==> config.mk <==
export PLATFORM = sky130hd
export DESIGN_NAME = pingpong_tile_reader
export DESIGN_NICKNAME = d
export VERILOG_FILES = /design/src/rtl/pingpong_tile_reader.sv
export SDC_FILE = /design/constraint.sdc
export NUM_CORES = 1
export LEC_CHECK = 0
export CAP_MARGIN = 30
export CORE_MARGIN = 2
export CORE_UTILIZATION = 25
export CTS_BUF_LIST = sky130_fd_sc_hd__clkbuf_16
export CTS_CLUSTER_SIZE = 40
export DETAILED_ROUTE_END_ITERATION = 6
export GPL_TIMING_DRIVEN = 0
export SLEW_MARGIN = 40
export SYNTH_ARGS = -nofsm -noshare
export SYNTH_HDL_FRONTEND = slang
export SYNTH_SLANG_ARGS = --single-unit
==> constraint.sdc <==
create_clock -name clk_dwt -period 4.1 [get_ports clk_dwt]
set_clock_uncertainty 0.15 [all_clocks]
set_input_delay 0.41 -clock clk_dwt [delete_from_list [all_inputs] [get_ports clk_dwt]]
set_output_delay 0.41 -clock clk_dwt [all_outputs]
set_load 0.1 [all_outputs]
==> src/rtl/pingpong_tile_reader.sv <==
// pingpong_tile_reader: reads one ping-pong tile bank per start edge and streams it as bytes to the DWT
// Ports:
//   clk_dwt, rst (async, active low), rst_syn (sync clear, same effect as rst)
//   start                       tile-ready strobe, one event per rising edge
//   addrb_oN/enb_oN/doutb_oN    bank o1/o2 read ports; only the active bank is enabled
//   out_data/out_comp/out_last  sample, component index, last-of-component flag
//   out_valid/out_ready         sample handshake
//   busy, done, overrun         RUN/DRAIN flag, final-sample pulse, sticky start-while-busy
// Optional build macro STALL_CNT_EN adds stall_cnt[15:0] (stalled cycles in the current tile).
module pingpong_tile_reader #(
    parameter int DATA_W     = 8,
    parameter int ADDR_W     = 14,
    parameter int COMP_WORDS = 4096,
    parameter int NUM_COMP   = 3,
    parameter int RD_LAT     = 1
) (
    input  logic              clk_dwt,
    input  logic              rst,
    input  logic              rst_syn,
    input  logic              start,
    output logic [ADDR_W-1:0] addrb_o1,
    output logic              enb_o1,
    input  logic [16:0]       doutb_o1,
    output logic [ADDR_W-1:0] addrb_o2,
    output logic              enb_o2,
    input  logic [16:0]       doutb_o2,
    output logic [DATA_W-1:0] out_data,
    output logic [1:0]        out_comp,
    output logic              out_valid,
    input  logic              out_ready,
    output logic              out_last,
    output logic              busy,
    output logic              done,
    output logic              overrun
`ifdef STALL_CNT_EN
    ,
    output logic [15:0]       stall_cnt
`endif
);
    localparam int DEPTH = RD_LAT + 2;
    localparam int PW    = $clog2(DEPTH);
    localparam int CW    = $clog2(DEPTH + 1);
    localparam int IW    = $clog2(COMP_WORDS);
    localparam logic [ADDR_W-1:0] LAST_ADDR = ADDR_W'(NUM_COMP * COMP_WORDS - 1);

    typedef enum logic [1:0] {IDLE, RUN, DRAIN} state_t;

    state_t                r_state;
    logic                  r_start_d;
    logic                  r_bank_ptr;
    logic                  r_act;
    logic [ADDR_W-1:0]     r_rd_addr;
    logic [RD_LAT-1:0]     r_vld_sr;
    logic [CW-1:0]         r_pend;
    logic [CW-1:0]         r_cnt;
    logic [PW-1:0]         r_wp;
    logic [PW-1:0]         r_rp;
    logic                  r_half;
    logic [IW-1:0]         r_ret_idx;
    logic [1:0]            r_ret_comp;
    logic [2*DATA_W-1:0]   r_mem_word [DEPTH];
    logic [1:0]            r_mem_comp [DEPTH];
    logic                  r_mem_lastc [DEPTH];
    logic                  r_mem_lastt [DEPTH];

    logic                  w_start_edge;
    logic                  w_go;
    logic                  w_bank;
    logic                  w_issue;
    logic                  w_enb;
    logic                  w_rd_vld;
    logic [16:0]           w_dout;
    logic [2*DATA_W-1:0]   w_head;
    logic                  w_xfer;
    logic                  w_pop;
    logic                  w_ret_lastc;
    logic [PW-1:0]         w_wp_nx;
    logic [PW-1:0]         w_rp_nx;
    logic                  w_unused;

    assign w_start_edge = start & ~r_start_d;
    assign w_go         = (r_state == IDLE) & w_start_edge;
    // the first read goes out on the start edge itself so its bank comes from the pointer, not r_act
    assign w_bank       = w_go ? r_bank_ptr : r_act;
    // r_pend counts FIFO words plus reads in flight, so a FIFO slot is reserved for every issued read
    assign w_issue      = (w_go | (r_state == RUN)) & (r_pend < CW'(DEPTH));
    assign w_enb        = enb_o1 | enb_o2;
    assign w_rd_vld     = r_vld_sr[RD_LAT-1];
    assign w_dout       = r_act ? doutb_o2 : doutb_o1;
    assign w_unused     = doutb_o1[16] ^ doutb_o2[16];
    assign w_head       = r_mem_word[r_rp];
    assign w_ret_lastc  = r_ret_idx == IW'(COMP_WORDS - 1);
    assign w_wp_nx      = (r_wp == PW'(DEPTH - 1)) ? '0 : r_wp + PW'(1);
    assign w_rp_nx      = (r_rp == PW'(DEPTH - 1)) ? '0 : r_rp + PW'(1);

    // the FIFO head is the serializer: r_half selects the low then the high byte of the head word
    assign out_valid    = r_cnt != '0;
    assign out_data     = out_valid ? (r_half ? w_head[2*DATA_W-1:DATA_W] : w_head[DATA_W-1:0]) : '0;
    assign out_comp     = out_valid ? r_mem_comp[r_rp] : 2'd0;
    assign out_last     = out_valid & r_half & r_mem_lastc[r_rp];
    assign w_xfer       = out_valid & out_ready;
    assign w_pop        = w_xfer & r_half;
    assign done         = w_pop & r_mem_lastt[r_rp] & ~rst_syn;
    assign busy         = r_state != IDLE;

    always_ff @(posedge clk_dwt or negedge rst) begin
        if (!rst) begin
            r_state    <= IDLE;
            r_start_d  <= 1'b0;
            r_bank_ptr <= 1'b0;
            r_act      <= 1'b0;
            r_rd_addr  <= '0;
            overrun    <= 1'b0;
            enb_o1     <= 1'b0;
            enb_o2     <= 1'b0;
            addrb_o1   <= '0;
            addrb_o2   <= '0;
        end else if (rst_syn) begin
            r_state    <= IDLE;
            r_start_d  <= 1'b0;
            r_bank_ptr <= 1'b0;
            r_act      <= 1'b0;
            r_rd_addr  <= '0;
            overrun    <= 1'b0;
            enb_o1     <= 1'b0;
            enb_o2     <= 1'b0;
            addrb_o1   <= '0;
            addrb_o2   <= '0;
        end else begin
            r_start_d <= start;
            if (w_start_edge & busy)
                overrun <= 1'b1;
            enb_o1   <= w_issue & ~w_bank;
            enb_o2   <= w_issue & w_bank;
            addrb_o1 <= (w_issue & ~w_bank) ? r_rd_addr : '0;
            addrb_o2 <= (w_issue & w_bank) ? r_rd_addr : '0;
            if (w_go) begin
                r_act      <= r_bank_ptr;
                r_bank_ptr <= ~r_bank_ptr;
            end
            if (w_issue)
                r_rd_addr <= (r_rd_addr == LAST_ADDR) ? '0 : r_rd_addr + ADDR_W'(1);
            r_state <= w_go ? RUN :
                       (r_state == RUN && w_issue && r_rd_addr == LAST_ADDR) ? DRAIN :
                       (r_state == DRAIN && done) ? IDLE : r_state;
        end
    end

    always_ff @(posedge clk_dwt or negedge rst) begin
        if (!rst) begin
            r_vld_sr   <= '0;
            r_pend     <= '0;
            r_cnt      <= '0;
            r_wp       <= '0;
            r_rp       <= '0;
            r_half     <= 1'b0;
            r_ret_idx  <= '0;
            r_ret_comp <= 2'd0;
        end else if (rst_syn) begin
            r_vld_sr   <= '0;
            r_pend     <= '0;
            r_cnt      <= '0;
            r_wp       <= '0;
            r_rp       <= '0;
            r_half     <= 1'b0;
            r_ret_idx  <= '0;
            r_ret_comp <= 2'd0;
        end else begin
            // bit 0 mirrors the registered enable; the top bit marks data present on doutb
            r_vld_sr <= RD_LAT'({r_vld_sr, w_enb});
            r_pend   <= r_pend + CW'(w_issue) - CW'(w_pop);
            r_cnt    <= r_cnt + CW'(w_rd_vld) - CW'(w_pop);
            if (w_rd_vld)
                r_wp <= w_wp_nx;
            if (w_pop)
                r_rp <= w_rp_nx;
            if (w_xfer)
                r_half <= ~r_half;
            // returned words are tagged in issue order, so a word counter gives component and last flags
            if (w_go) begin
                r_ret_idx  <= '0;
                r_ret_comp <= 2'd0;
            end else if (w_rd_vld) begin
                r_ret_idx  <= w_ret_lastc ? '0 : r_ret_idx + IW'(1);
                r_ret_comp <= w_ret_lastc ? r_ret_comp + 2'd1 : r_ret_comp;
            end
        end
    end

    always_ff @(posedge clk_dwt) begin
        if (w_rd_vld) begin
            r_mem_word[r_wp]  <= w_dout[2*DATA_W-1:0];
            r_mem_comp[r_wp]  <= r_ret_comp;
            r_mem_lastc[r_wp] <= w_ret_lastc;
            r_mem_lastt[r_wp] <= w_ret_lastc & (r_ret_comp == 2'(NUM_COMP - 1));
        end
    end

`ifdef STALL_CNT_EN
    always_ff @(posedge clk_dwt or negedge rst) begin
        if (!rst)
            stall_cnt <= 16'd0;
        else if (rst_syn || w_go)
            stall_cnt <= 16'd0;
        else if (out_valid && !out_ready && stall_cnt != 16'hFFFF)
            stall_cnt <= stall_cnt + 16'd1;
    end
`endif

endmodule

==> metrics.md, run 1 <==
| Metric | Value |
|---|---|
| Library cells used by synthesis | `46` |
| Clock latency on the worst-skew pair | `410 ps` |
| R2R Setup Slk | `1440 ps` |
| Num CTS Buffers | `17` |
| Post-Layout Cell Count | `870` |
| WL/cell | `13.84 um` |
| Worst r2r path cells | `6` |
| First-pass GRT wire length | `19330 um` |
| Post-synth EDFFs | `60` |
| Syn Nets | `507` |
| # DRC | `0` |
| Final WS setup | `855.5 ps` |
| Largest cells by area after synthesis | `dfrtp_1 (32%), edfxtp_1 (32%), mux2i_1 (4.7%), nor2_1 (3.4%), and2_1 (3.4%)` |
| Area grow syn2layout | `30.17%` |
| CP max FO | `10` |
| RePlAce Congestion | `0.7571` |
| Maximum vdd ir drop | `0.2566 mV` |
| Hpwl dp | `8583 um` |
| CTS tree | `built` |
| Max_cap viols | `0` |
| Post-route cell area | `7438 um^2` |
| Leakage | `3.023 nW` |
| Top-area cell type share of the netlist area | `32.41%` |
| Clk slew on worst S/H paths | `60 ps` |
| R2r endpoint | `addrb_o2[8]$_DFF_PN0_` |
| GRT overflow | `0` |
| Most frequent cells in the layout | `dfrtp_1 (74), edfxtp_1 (60), nor2_1 (52), buf_2 (50), clkdlybuf4s50_1 (35)` |
| Post-cts repair resize count | `0` |
| Status | `complete, no violations` |
| Total power | `0.003433 W` |
| Pwr dens | `461.5 nW/um^2` |
| Drt via density | `4.267` |
| GRT Resource Usage Total | `10.38%` |
| Cells after Synth | `461` |
| DR iter-0 viols | `228` |
| Die span in y | `155.2 um` |
| Starting density of the core | `25.32%` |
| Least-Margin Pin Slew | `776.2 ps` |
| Max_slew headroom | `48.25%` |
| Fin Hold WS | `281.2 ps` |
| Root Buffer | `clkbuf_16` |
| Ys flop type | `dfrtp_1` |
| Post-synthesis register bit count | `134` |
| Core footprint | `22570 um^2` |
| Max Fclk | `308.2 MHz` |
| Post-synth top area cell | `dfrtp_1` |
| Initial antenna violation count | `1` |
| Final #Nets | `618` |
| CP endpoint kind | `output pin` |
| Synth Area per Inst | `12.40 um^2` |
| Cell Area, Placed | `6771 um^2` |
| RSZ-0062 raised after global routing | `no` |
| Place WS | `994.2 ps` |
| Sequential share of the synthesized area | `63.94%` |
| Die Area | `24080 um^2` |
| I/O pin cnt | `84` |
| Synthesized area | `5714 um^2` |
| Hold Crit Class | `in2async` |
| Pre-antenna DRT Iters | `6` |
| Final period demand of the worst path | `3245 ps` |
| Port bufs | `81` |
| Ant. Diodes | `0` |
| Largest net degree at the start of global routing | `44` |
| Share of post-route cells with drive strength above 1 | `20.85%` |
| Reg2reg start | `r_state[0]$_DFFE_PN0P_` |
| Type of origin of the critical path | `flop` |
| Most common cell after layout, fill and taps aside | `dfrtp_1` |
| Row cnt | `55` |
| Required @ worst endpoint | `3540 ps` |
| CTS Sinks | `134` |
| Final ANT Viol Nets | `0` |
| Deepest clock path buffer count | `2` |
| Total Wirelength | `12040 um` |
| Final hold violation count | `0` |
| Fin. max-slew vios | `0` |
| H-tree levels | `4` |
| CP Class | `reg2out` |
| # setup viols final | `0` |
| Async SR Flop Fraction | `55.22%` |
| Vias post-DR | `3712` |
| Vias in the first global route | `3651` |
| Final period utilization | `79.13%` |
| Placed Cells | `837` |
| WP data arrival | `2680 ps` |
| Die W | `155.2 um` |
| Syn. warnings | `0` |
## critical path, cell delays in order (launching register included)
cell and delay [ps]:
dfrtp_1 320, clkbuf_1 280, buf_1 620, mux2i_1 160, o21ai_0 230, mux2i_1 100
nor2_1 110, buf_2 440
## state kept, by name, indices dropped and copies added (netlist names)
signal       count
r_wp             2
r_bank_ptr       1
enb_o1           1
r_mem_comp       6
r_mem_word      48
r_start_d        1
r_act            1
r_pend           2
r_rd_addr       14
r_ret_idx       12
r_mem_lastc      3
enb_o2           1
r_cnt            2
overrun          1
r_rp             2
r_half           1
r_state          2
addrb_o2        14
r_vld_sr         1
r_mem_lastt      3
r_ret_comp       2
addrb_o1        14
## synth_stat cells, types with 7 or more instances
| library cell | instances |
|---|---|
| dfrtp_1 | 74 |
| edfxtp_1 | 60 |
| nor2_1 | 52 |
| and2_1 | 31 |
| nand2_1 | 30 |
| mux2i_1 | 27 |
| o21ai_0 | 23 |
| a21oi_1 | 19 |
| xor2_1 | 18 |
| mux2_2 | 16 |
| clkbuf_1 | 14 |
| inv_1 | 10 |
| nand3_1 | 8 |
| xnor2_1 | 8 |
| ha_1 | 7 |
## power breakdown
group | switching (W) | leakage [nW] | total [W] | internal (W)
registers | 0.0000179 | 1.56 | 0.00146 | 0.00144
clock network | 0.000580 | 0.312 | 0.00166 | 0.00108
logic | 0.000211 | 1.15 | 0.000312 | 0.000101
total | 0.000808 | 3.02 | 0.00343 | 0.00262
## logic make-up after synthesis
family,after synthesis,synth area share [%]
adder cells (fa/ha/maj),7,1.533
AO/OA/AOI/OAI,54,5.343
flip-flops,134,63.94
AND/OR/NAND/NOR,164,14.74
XOR/XNOR,26,3.985
multiplexers,44,8.123
buffers and inverters,32,2.343
## per-layer routing
layer	GRT usage (%)	up-vias	part of all wire [%]
met5	0	-	0.11
met3	2.591	15	2.8
met4	3.408	2	1.4
met2	18.18	42	52
li1	-	1833	-
met1	12.54	1820	44
## per-stage QoR
step                util (%)  setup TNS (ps)
floorplan                  -               0
global placement       30.52          -12880
detailed placement     30.00               0
CTS                    32.93               0
global route           32.95               0
finish                 32.95               0
## worst max-delay path by stage
stage                     cells after the start                endpoint                 from
after floorplan                               4                    done   r_cnt[1]$_DFF_PN0_
after global placement                        1      r_half$_DFFE_PN0P_                  rst
after detailed placement                      7  addrb_o2[11]$_DFF_PN0_                start
after CTS                                     7             out_data[6]  r_rp[0]$_DFFE_PN0P_
after global routing                          7             out_data[5]  r_rp[0]$_DFFE_PN0P_
final                                         7             out_data[6]  r_rp[0]$_DFFE_PN0P_
## final cells by class
| type | count | area (um^2) |
|---|---|---|
| fillers | 2231 | 15130 |
| clock inverters | 15 | 225.2 |
| well taps | 285 | 356.6 |
| flip-flops and latches | 134 | 3654 |
| inverters | 11 | 41.29 |
| clock buffers | 17 | 425.4 |
| repair buffers | 92 | 689.4 |
| multi-input cells | 295 | 1954 |
| plain buffers | 21 | 92.59 |
## timing repair
action                    in CTS  in global routing
setup buffers                  0                  0
hold endpoints to repair      31                  0
hold buffers                   1                  0
Power figures use the tool's default switching activity.
==> inputs of run 2 (changes only) <==
clock period = 3 ns   (was 4.1 ns; I/O delays follow)
==> metrics.md, run 2 (synthesis gave the netlist of run 1 again) <==
| Metric | Value |
|---|---|
| Status | `complete, no violations` |
| First-pass GRT wire length | `19780 um` |
| H-tree levels | `4` |
| WP data arrival | `2330 ps` |
| Core footprint | `22570 um^2` |
| Final period demand of the worst path | `2779 ps` |
| Most flops, register | `r_mem_word` |
| CTS tree | `built` |
| DR iter-0 viols | `174` |
| Pre-antenna DRT Iters | `4` |
| Vias in the first global route | `3773` |
| Pwr dens | `607.0 nW/um^2` |
| Fin. max-slew vios | `0` |
| GRT overflow | `0` |
| Die span in y | `155.2 um` |
| Max_cap viols | `0` |
| Least-Margin Pin Slew | `797.1 ps` |
| Final period utilization | `92.62%` |
| Cell Area, Placed | `6787 um^2` |
| Ant. Diodes | `0` |
| Maximum vdd ir drop | `0.4325 mV` |
| Final hold violation count | `0` |
| GRT Resource Usage Total | `10.60%` |
| CP endpoint kind | `output pin` |
| Initial antenna violation count | `0` |
| Hold Crit Class | `in2async` |
| Starting density of the core | `25.32%` |
| Most frequent cells in the layout | `dfrtp_1 (74), edfxtp_1 (60), nor2_1 (52), buf_2 (48), clkdlybuf4s50_1 (35)` |
| Layout fillers | `2264` |
| Clk slew on worst S/H paths | `60 ps` |
| # DRC | `0` |
| Port bufs | `81` |
| Post-CTS setup buffers | `0` |
| CTS Sinks | `134` |
| CP Class | `reg2out` |
| RSZ-0062 raised after global routing | `no` |
| Die W | `155.2 um` |
| Final core occ | `32.88%` |
| Max Fclk | `359.9 MHz` |
| Most common cell after layout, fill and taps aside | `dfrtp_1` |
| Total Wirelength | `12000 um` |
| # setup viols final | `0` |
| Root Buffer | `clkbuf_16` |
| Largest net degree at the start of global routing | `51` |
| Max_slew headroom | `46.86%` |
| CP max FO | `10` |
| Number of flip-flops in the largest register | `48` |
| I/O pin cnt | `84` |
| Num CTS Buffers | `17` |
| Drt via density | `4.264` |
| WL/cell | `13.79 um` |
| Required @ worst endpoint | `2550 ps` |
| Vias post-DR | `3710` |
| Share of post-route cells with drive strength above 1 | `21.71%` |
| Final ANT Viol Nets | `0` |
| Final #Nets | `618` |
| Area grow syn2layout | `29.87%` |
| Clock latency on the worst-skew pair | `410 ps` |
| Hpwl dp | `8684 um` |
| Type of origin of the critical path | `flop` |
| Leakage | `3.013 nW` |
| Deepest clock path buffer count | `2` |
| Post-route cell area | `7421 um^2` |
| RePlAce Congestion | `0.7061` |
| Die Area | `24080 um^2` |
| Row cnt | `55` |
==> run 2: repair_timing <==
| item | 4_1_cts | 5_1_grt |
|---|---|---|
| hold buffers | 1 | 0 |
| endpoints found under the hold margin | 74 | 0 |
| endpoints found under the setup margin | 6 | 6 |
| resized for setup | 1 | 12 |
| gates cloned | 0 | 0 |
==> run 2: worst paths after layout <==
path                                    endpoint  slack [ps]                   start  cells past startpoint
setup / recovery                     out_data[3]         220     r_rp[0]$_DFFE_PN0P_                      7
hold / removal             addrb_o1[9]$_DFF_PN0_         160                     rst                      2
setup reg to reg           addrb_o2[8]$_DFF_PN0_         320  r_state[0]$_DFFE_PN0P_                      6
hold reg to reg              overrun$_DFFE_PN0P_         350     overrun$_DFFE_PN0P_                      2
max in group asynchronous  addrb_o2[3]$_DFF_PN0_        2020                     rst                      3
min in group clk_dwt         r_start_d$_DFF_PN0_         330                   start                      2
==> run 2: stage by stage <==
step / setup TNS [ps] / power, W / worst slack (ps) / hold WS, ps / std cells
2_1_floorplan: 0 / 0.002304 / 9.290 / -145.6 / 461
3_3_place_gp: -140450 / 0.002467 / -1191 / 339.5 / 827
3_5_place_dp: -229.6 / 0.002463 / -29.60 / 31.35 / 837
4_1_cts: 0 / 0.004565 / 107.9 / 148.0 / 870
5_1_grt: 0 / 0.004688 / 22.97 / 157.5 / 870
6_report: 0 / 0.004504 / 221.3 / 160.6 / 870
==> run 2: layout make-up <==
cell class	instances	area (um^2)	area share [%]
flip-flops and latches	134	3654	49.23
repair buffers	92	700.7	9.442
multi-input cells	295	1967	26.50
plain buffers	21	97.59	1.315
well taps	285	356.6	4.805
clock inverters	15	178.9	2.411
clock buffers	17	425.4	5.733
inverters	11	41.29	0.5564
==> run 2: power by group <==
group | internal (W) | leakage, nW | total (W) | switching (W)
sequential | 0.00197 | 1.56 | 0.00199 | 0.0000250
clock | 0.00131 | 0.286 | 0.00208 | 0.000773
combinational | 0.000140 | 1.16 | 0.000430 | 0.000290
==> run 2: routing by layer <==
metal	vias up	wire, um	part of all wire [%]	track usage (%)
li1	1831	-	-	-
met1	1811	5233	44	12.63
met2	57	6217	52	18.52
met3	11	381	3.2	3.092
met4	0	169	1.4	3.320
met5	-	0	0	0
==> run 2: critical path, stage by stage (launching register included) <==
cell and delay [ps]:
dfrtp_1 320, clkbuf_1 260, buf_2 380, mux2i_1 120
o21ai_0 180, mux2i_1 100, nor2_1 120, buf_2 440
